[config.mk]
export PLATFORM = sky130hd
export DESIGN_NAME = square_list
export DESIGN_NICKNAME = d
export VERILOG_FILES = /design/src/rtl/square_list.sv
export SDC_FILE = /design/constraint.sdc
export NUM_CORES = 1
export LEC_CHECK = 0
export CAP_MARGIN = 0
export CORE_ASPECT_RATIO = 1.4
export CORE_MARGIN = 2
export CORE_UTILIZATION = 25
export CTS_CLUSTER_SIZE = 16
export DETAILED_ROUTE_END_ITERATION = 7
export GPL_TIMING_DRIVEN = 0
export PLACE_DENSITY = 0.48
export REMOVE_ABC_BUFFERS = 1
export SLEW_MARGIN = 20
export SYNTH_ARGS = -nofsm -noshare
export SYNTH_HDL_FRONTEND = slang
export SYNTH_SLANG_ARGS = --single-unit
[constraint.sdc]
create_clock -name clk -period 34.6 [get_ports clk]
set_clock_uncertainty 0.2 [all_clocks]
set_input_delay 6.92 -clock clk [delete_from_list [all_inputs] [get_ports clk]]
set_output_delay 6.92 -clock clk [all_outputs]
set_load 0.05 [all_outputs]
[src/rtl/square_list.sv]
// Scans a captured board one square per cycle and lists the side-to-move's pieces.
// Optional attack-map capture is enabled by defining SQUARE_LIST_ATTACK_EN.
module square_list #(
   parameter int PIECE_WIDTH = 4,
   parameter int ROWS        = 8,
   parameter int COLS        = 8,
   parameter int MAX_ENTRIES = 32,
   localparam int N          = ROWS * COLS,
   localparam int SQ_BITS    = $clog2(N),
   localparam int CNT_BITS   = $clog2(MAX_ENTRIES + 1),
   localparam int IDX_BITS   = $clog2(MAX_ENTRIES),
   localparam int ENTRY_W    = 1 + PIECE_WIDTH + SQ_BITS
) (
   input  logic                     clk,
   input  logic                     reset,
   input  logic                     board_valid,
   input  logic [N*PIECE_WIDTH-1:0] board,
   input  logic                     white_to_move,
   input  logic                     attack_valid,
   input  logic [N-1:0]             attacked,
   input  logic                     clear,
   input  logic [IDX_BITS-1:0]      entry_index,
   output logic                     list_ready,
   output logic [CNT_BITS-1:0]      entry_count,
   output logic                     overflow,
   output logic [ENTRY_W-1:0]       entry_data
);

   typedef enum logic [1:0] {StIdle, StWaitAttack, StScan, StDone} state_e;

   localparam logic [SQ_BITS-1:0]  LAST_SQ = SQ_BITS'(N - 1);
   localparam logic [CNT_BITS-1:0] MAX_CNT = CNT_BITS'(MAX_ENTRIES);

   state_e                   r_state;
   logic                     r_ready;
   logic [CNT_BITS-1:0]      r_count;
   logic                     r_ovf;
   logic [SQ_BITS-1:0]       r_sq;
   logic [N*PIECE_WIDTH-1:0] r_board;
   logic                     r_white;
   logic [ENTRY_W-1:0]       r_data;
   logic [ENTRY_W-1:0]       r_ram [MAX_ENTRIES];

   logic [PIECE_WIDTH-1:0]   w_piece;
   logic                     w_match;
   logic                     w_att_bit;
   logic                     w_wr;

`ifdef SQUARE_LIST_ATTACK_EN
   logic [N-1:0] r_attacked;
   assign w_att_bit = r_attacked[r_sq];
`else
   logic w_unused_attack;
   assign w_unused_attack = ^{attack_valid, attacked};
   assign w_att_bit       = 1'b0;
`endif

   assign w_piece = r_board[int'(r_sq) * PIECE_WIDTH +: PIECE_WIDTH];
   // Listed side is the one whose colour bit equals !white_to_move.
   assign w_match = (w_piece != '0) && (w_piece[PIECE_WIDTH-1] == !r_white);
   assign w_wr    = reset && !clear && (r_state == StScan) && w_match && (r_count < MAX_CNT);

   always_ff @(posedge clk) begin
      if (!reset || clear) begin
         r_state <= StIdle;
         r_ready <= 1'b0;
         r_count <= '0;
         r_ovf   <= 1'b0;
         r_sq    <= '0;
      end else begin
         unique case (r_state)
            StIdle: begin
               if (board_valid) begin
                  r_board <= board;
                  r_white <= white_to_move;
                  r_sq    <= '0;
`ifdef SQUARE_LIST_ATTACK_EN
                  r_state <= StWaitAttack;
`else
                  r_state <= StScan;
`endif
               end
            end
            StWaitAttack: begin
`ifdef SQUARE_LIST_ATTACK_EN
               if (attack_valid) begin
                  r_attacked <= attacked;
                  r_sq       <= '0;
                  r_state    <= StScan;
               end
`else
               r_state <= StIdle;
`endif
            end
            StScan: begin
               if (w_match) begin
                  if (r_count < MAX_CNT) r_count <= r_count + CNT_BITS'(1);
                  else                   r_ovf   <= 1'b1;
               end
               r_sq <= r_sq + SQ_BITS'(1);
               if (r_sq == LAST_SQ) begin
                  r_state <= StDone;
                  r_ready <= 1'b1;
               end
            end
            StDone: ;
         endcase
      end
   end

   always_ff @(posedge clk) begin
      if (w_wr) r_ram[r_count[IDX_BITS-1:0]] <= {w_att_bit, w_piece, r_sq};
   end

   always_ff @(posedge clk) begin
      if (!reset)                                 r_data <= '0;
      else if (CNT_BITS'(entry_index) < r_count) r_data <= r_ram[entry_index];
      else                                        r_data <= '0;
   end

   assign list_ready  = r_ready;
   assign entry_count = r_count;
   assign overflow    = r_ovf;
   assign entry_data  = r_data;

endmodule

==> Word-level counts from Yosys, hierarchy flattened <==
Memory sizes are Yosys's and may differ from the RTL's. A register that Yosys moved wholly into a read port is not among the register bits.
Index checks and enable logic that the tools add are counted.
W data, S select, Z words.
{ "classes": {"n_eq_ne": 6, "bitwise": 2, "add_sub_neg": 2, "n_reduce_logical": 21, "order_cmp": 2, "mux": 7, "n_mul": 0, "div_mod_pow": 0, "shift": 1} }
{ "op_table": {"columns": ["operator", "count"], "rows": [
  ["$shiftx A256 B9 Y4", 1],
  ["$add A6 B1 Y6 const B", 2],
  ["$pmux W6 S2", 1],
  ["$reduce_and A3 Y1", 4],
  ["$eq A6 B6 Y1 const B", 1],
  ["$lt A5 B6 Y1", 1],
  ["$lt A6 B6 Y1 const B", 1],
  ["$mux W6", 1],
  ["$pmux W2 S3", 1],
  ["$reduce_and A2 Y1", 3],
  ["$logic_and A1 B1 Y1", 5],
  ["$logic_not A1 Y1", 4],
  ["$mux W2", 2],
  ["$reduce_bool A4 Y1", 1],
  ["$reduce_bool A3 Y1", 1],
  ["$eq A2 B1 Y1 const B", 1],
  ["$eq A2 B2 Y1 const B", 1],
  ["$logic_not A2 Y1", 1],
  ["$mux W1", 2],
  ["$ne A2 B1 Y1 const B", 1],
  ["$ne A2 B2 Y1 const B", 1],
  ["$not A1 Y1", 2],
  ["$reduce_bool A2 Y1", 1],
  ["$eq A1 B1 Y1", 1],
  ["$logic_or A1 B1 Y1", 1]
]} }
{ "word_totals": {"ramBits": 320, "word_cells": 50, "latch_bits": 0, "mem_bits_ro": 0, "output_inout_bits": 19, "in_bits": 331, "register_bits": 284, "mem_count": 1} }
{ "memory_table": {"columns": ["memory", "words", "word_bits", "rd", "rd_ports_with_merged_regs", "wr", "line", "source"], "rows": [
  ["r_ram", 32, 10, 1, 1, 1, "42", "logic [ENTRY_W-1:0] r_ram [MAX_ENTRIES];"]
]} }

==> Depth between registers and ports, before layout <==
{ "depth": {"depth_word": 7, "ltp_mapped": 13, "depth_no_buf": 9} }

==> Worst setup path before layout <==
Ideal clock, no wire load.
{ "synth_timing": {"path_type": "input to register", "from": "in clear", "to": "reg r_board[0] (enable)", "setup_time_ps": 1190, "path_slack_ps": 8509, "arrival_ps": 24702, "cell_stages": 3, "n_path_buf": 1, "t_required_ps": 33210, "path_cell_list": "nand2b_1 -> clkbuf_1 -> nor3_1"} }
{ "synth_via": {"elab_chain_len": 3} }
{ "synth_lines": {"columns": ["element", "line", "source"], "rows": [
  ["start: declaration", "21", "input logic clear,"],
  ["$logic_or A1 B1 Y1", "64", "if (!reset || clear) begin"],
  ["$not A1 Y1 (no source line)", null, null],
  ["$reduce_and A3 Y1 (no source line)", null, null],
  ["end signal: assignment", "74", "r_board <= board;"],
  ["end: declaration", "39", "logic [N*PIECE_WIDTH-1:0] r_board;"]
]} }
Every way passes these cells.
A chain may end at the register's enable or synchronous reset.

==> Final worst setup path <==
{ "layout_timing": {"from": "in clear", "to": "reg r_board[64] (enable)"} }
Same word-level chain as after synthesis.

==> flow_summary.yaml <==
run_status:
  status: "finished clean"
sta:
  setup_viol: 0
  tightest_slew_ns: 1.050
  fin_ws_ns: 24.47
  rsz0062_at_grt: "false"
  drv_slew: 0
  post-route-min-period_ns: 10.13
  final.setup.tns_ns: 0
  post-route-period-util_pct: 29.27
  slew-limit-headroom_pct: 29.77
  fmax_mhz: 98.75
  final_hold_viol_count: 0
floorplanning:
  initial_core_util_pct: 25.26
  die_h_um: 366.0
  dieArea_mm2: 0.09611
  num_rows: 132
  dieWidth_um: 262.6
  core_mm2: 0.09265
  ios: 350
yosys:
  seq_area_frac_synth_pct: 76.26
  ys_warn_count: 0
  synth-edff-count: 577
  synth_area_mm2: 0.02340
  ys.flop_type: "edfxtp_1"
  ys_top_cells_by_area: "edfxtp_1 (74%), mux4_2 (15%), dfxtp_1 (2.2%)"
  yosys_register_bits: 603
  synth_top_area_share_pct: 74.04
  synthArstFlopShare_pct: 0
  synth.distinct_cells: 55
  synth_common_cells: "edfxtp_1 (577), mux4_2 (153), nor2_1 (68)"
  syn_inst: 1102
  synth_most_common_cell: "edfxtp_1"
  synth_top_cell_by_area: "edfxtp_1"
  avgSynthCellArea_um2: 21.24
place:
  dpl.hpwl_um: 40420
  io_buffer_count: 283
  gp_congestion: 0.7769
  dp_worst_setup_slack_ns: 23.76
  dpl_cell_area_mm2: 0.02805
clock_network:
  hold_buffers: 0
  cts_buffers: 60
  htree_levels: 2
  clk_latency_ns: 0.65
  clockBufferDepth: 3
  cts_tree: "built"
  ctsResizeCount: 0
  cts.clk_slew.worst_paths_ns: 0.06
  cts.sinks: 603
  cts-root-buf: "clkbuf_16"
  post_cts_buffers: 0
critical_path:
  cp_max_fo: 18
  criticalPathCategory: "in2reg"
  endpoint_kind: "register"
  required_ns: 34.75
  cp-start-kind: "input pin"
  cp_data_arrival_time_ns: 10.28
finish:
  area_growth_pct: 28.29
  drive_gt1_share_pct: 21.66
  final_util_pct: 32.40
  final_area_mm2: 0.03002
  nets: 1773
global_route:
  grt_max_degree: 63
  grt_usage_pct: 11.92
  antenna_found_initial: 3
  grt_pass1_wl_um: 85160
  gr-total-overflow: 0
  first_global_vias: 12820
detailed_routing:
  vias_per_cell: 4.354
  drt-total-wl_um: 57540
  ant_nets: 0
  drc_errors: 0
  drt_first_iter_violations: 643
  via_count: 11710
  drt_first_pass_iters: 4
  wl_per_cell_um: 21.39
power_and_ir_drop:
  leakage_nw: 9.323
  intPower_mw: 1.227
  comb_power_share_pct: 5.1
  seqPwrFrac_pct: 52.4
  sw_frac_of_total_pct: 20.41
  power_switching_uw: 314.5
  clkPwrFrac_pct: 42.5
  ir_drop_mv: 0.03778
  power_density_mw_per_mm2: 51.33
run:
  cap_violations: 0
hold_path:
  hold_class: "reg2reg"
==> final timing paths <==
kind	startpoint	end	slack, ns	cells after the start
worst max register to register	r_sq[1]$_SDFFE_PP0P_	r_ram[13][2]$_DFFE_PP_	29.09	11
worst max-delay path	clear	r_board[64]$_DFFE_PP_	24.47	11
worst min register to register	overflow$_SDFFE_PP0P_	overflow$_SDFFE_PP0P_	0.30	2
worst min-delay path	overflow$_SDFFE_PP0P_	overflow$_SDFFE_PP0P_	0.30	2
==> power by group through the flow <==
stage          Combinational [mW]  Sequential, mW  Clock, mW
3_3_place_gp               0.0792           0.833          0
5_1_grt                    0.0841           0.808      0.701
2_1_floorplan              0.0243           0.832          0
4_1_cts                    0.0802           0.808      0.677
6_report                   0.0783           0.808      0.655
3_5_place_dp               0.0800           0.824          0
==> sequential cells by signal, summed over array words and instances (netlist names) <==
| signal | cells |
|---|---|
| r_board | 256 |
| r_sq | 6 |
| entry_count | 6 |
| overflow | 1 |
| list_ready | 1 |
| r_ram | 320 |
| r_white | 1 |
| entry_data | 10 |
| r_state | 2 |
==> stage by stage <==
step                      std cells  hold slack [ns]  power, mW
after CTS                      2688           0.2928      1.565
final                          2690           0.2950      1.541
after global routing           2690           0.3202      1.594
after floorplan                1046           0.3171     0.8562
after global placement         2535           0.2567     0.9127
after detailed placement       2577           0.2743     0.9037
==> per-layer routing <==
layer	share of wire [%]	up-vias	GRT usage, %
li1	-	5236	-
met1	39	6067	13.85
met2	52	322	21.40
met3	5.6	88	2.910
met4	2.7	0	3.979
met5	0	-	0
==> critical path, stage by stage <==
cell	delay, ns
clkdlybuf4s50_1	0.42
nand2b_1	0.58
nor3_2	0.68
buf_6	0.22
buf_4	0.20
buf_4	0.21
buf_4	0.19
buf_4	0.18
buf_4	0.20
buf_4	0.22
buf_4	0.22
==> cells by family (layout without fill, tap and decap cells) <==
family	count (synthesis)	after routing	synth area share, %
and+or+nand+nor	160	160	3.170
other	1	3	0.01602
adders and majority gates	9	9	0.4812
buffers and inverters	67	447	1.310
DFF	603	603	76.26
muxes	200	200	16.77
AOI/OAI and AO/OA	62	62	1.994
==> layout by cell type, fill, tap and decap left out, types with 8 or more instances in the layout <==
cell type | synthesis | final
a21oi_1 | 9 | 9
a22oi_1 | 9 | 9
buf_12 | 0 | 8
buf_4 | 7 | 24
buf_6 | 2 | 8
clkbuf_1 | 24 | 11
clkbuf_16 | 0 | 61
clkdlybuf4s50_1 | 0 | 279
clkinv_1 | 1 | 13
clkinv_2 | 0 | 10
dfxtp_1 | 26 | 20
edfxtp_1 | 577 | 577
ha_1 | 9 | 9
inv_1 | 9 | 9
mux2i_1 | 41 | 41
mux4_2 | 153 | 153
nand2_1 | 26 | 26
nand3_1 | 16 | 16
nor2_1 | 68 | 56
nor2_2 | 0 | 12
nor2b_1 | 10 | 10
nor3_1 | 12 | 9
==> area by class of cell <==
| type | count | area [um^2] |
|---|---|---|
| Antenna cell | 2 | 5.005 |
| Clock buffer | 76 | 1623 |
| Clock inverter | 35 | 332.8 |
| Fill cell | 8801 | 62630 |
| Inverter | 11 | 41.29 |
| Multi-Input combinational cell | 432 | 5316 |
| Sequential cell | 603 | 17860 |
| Tap cell | 1206 | 1509 |
| Timing Repair Buffer | 325 | 3331 |
(Power assumes the default switching activity.)
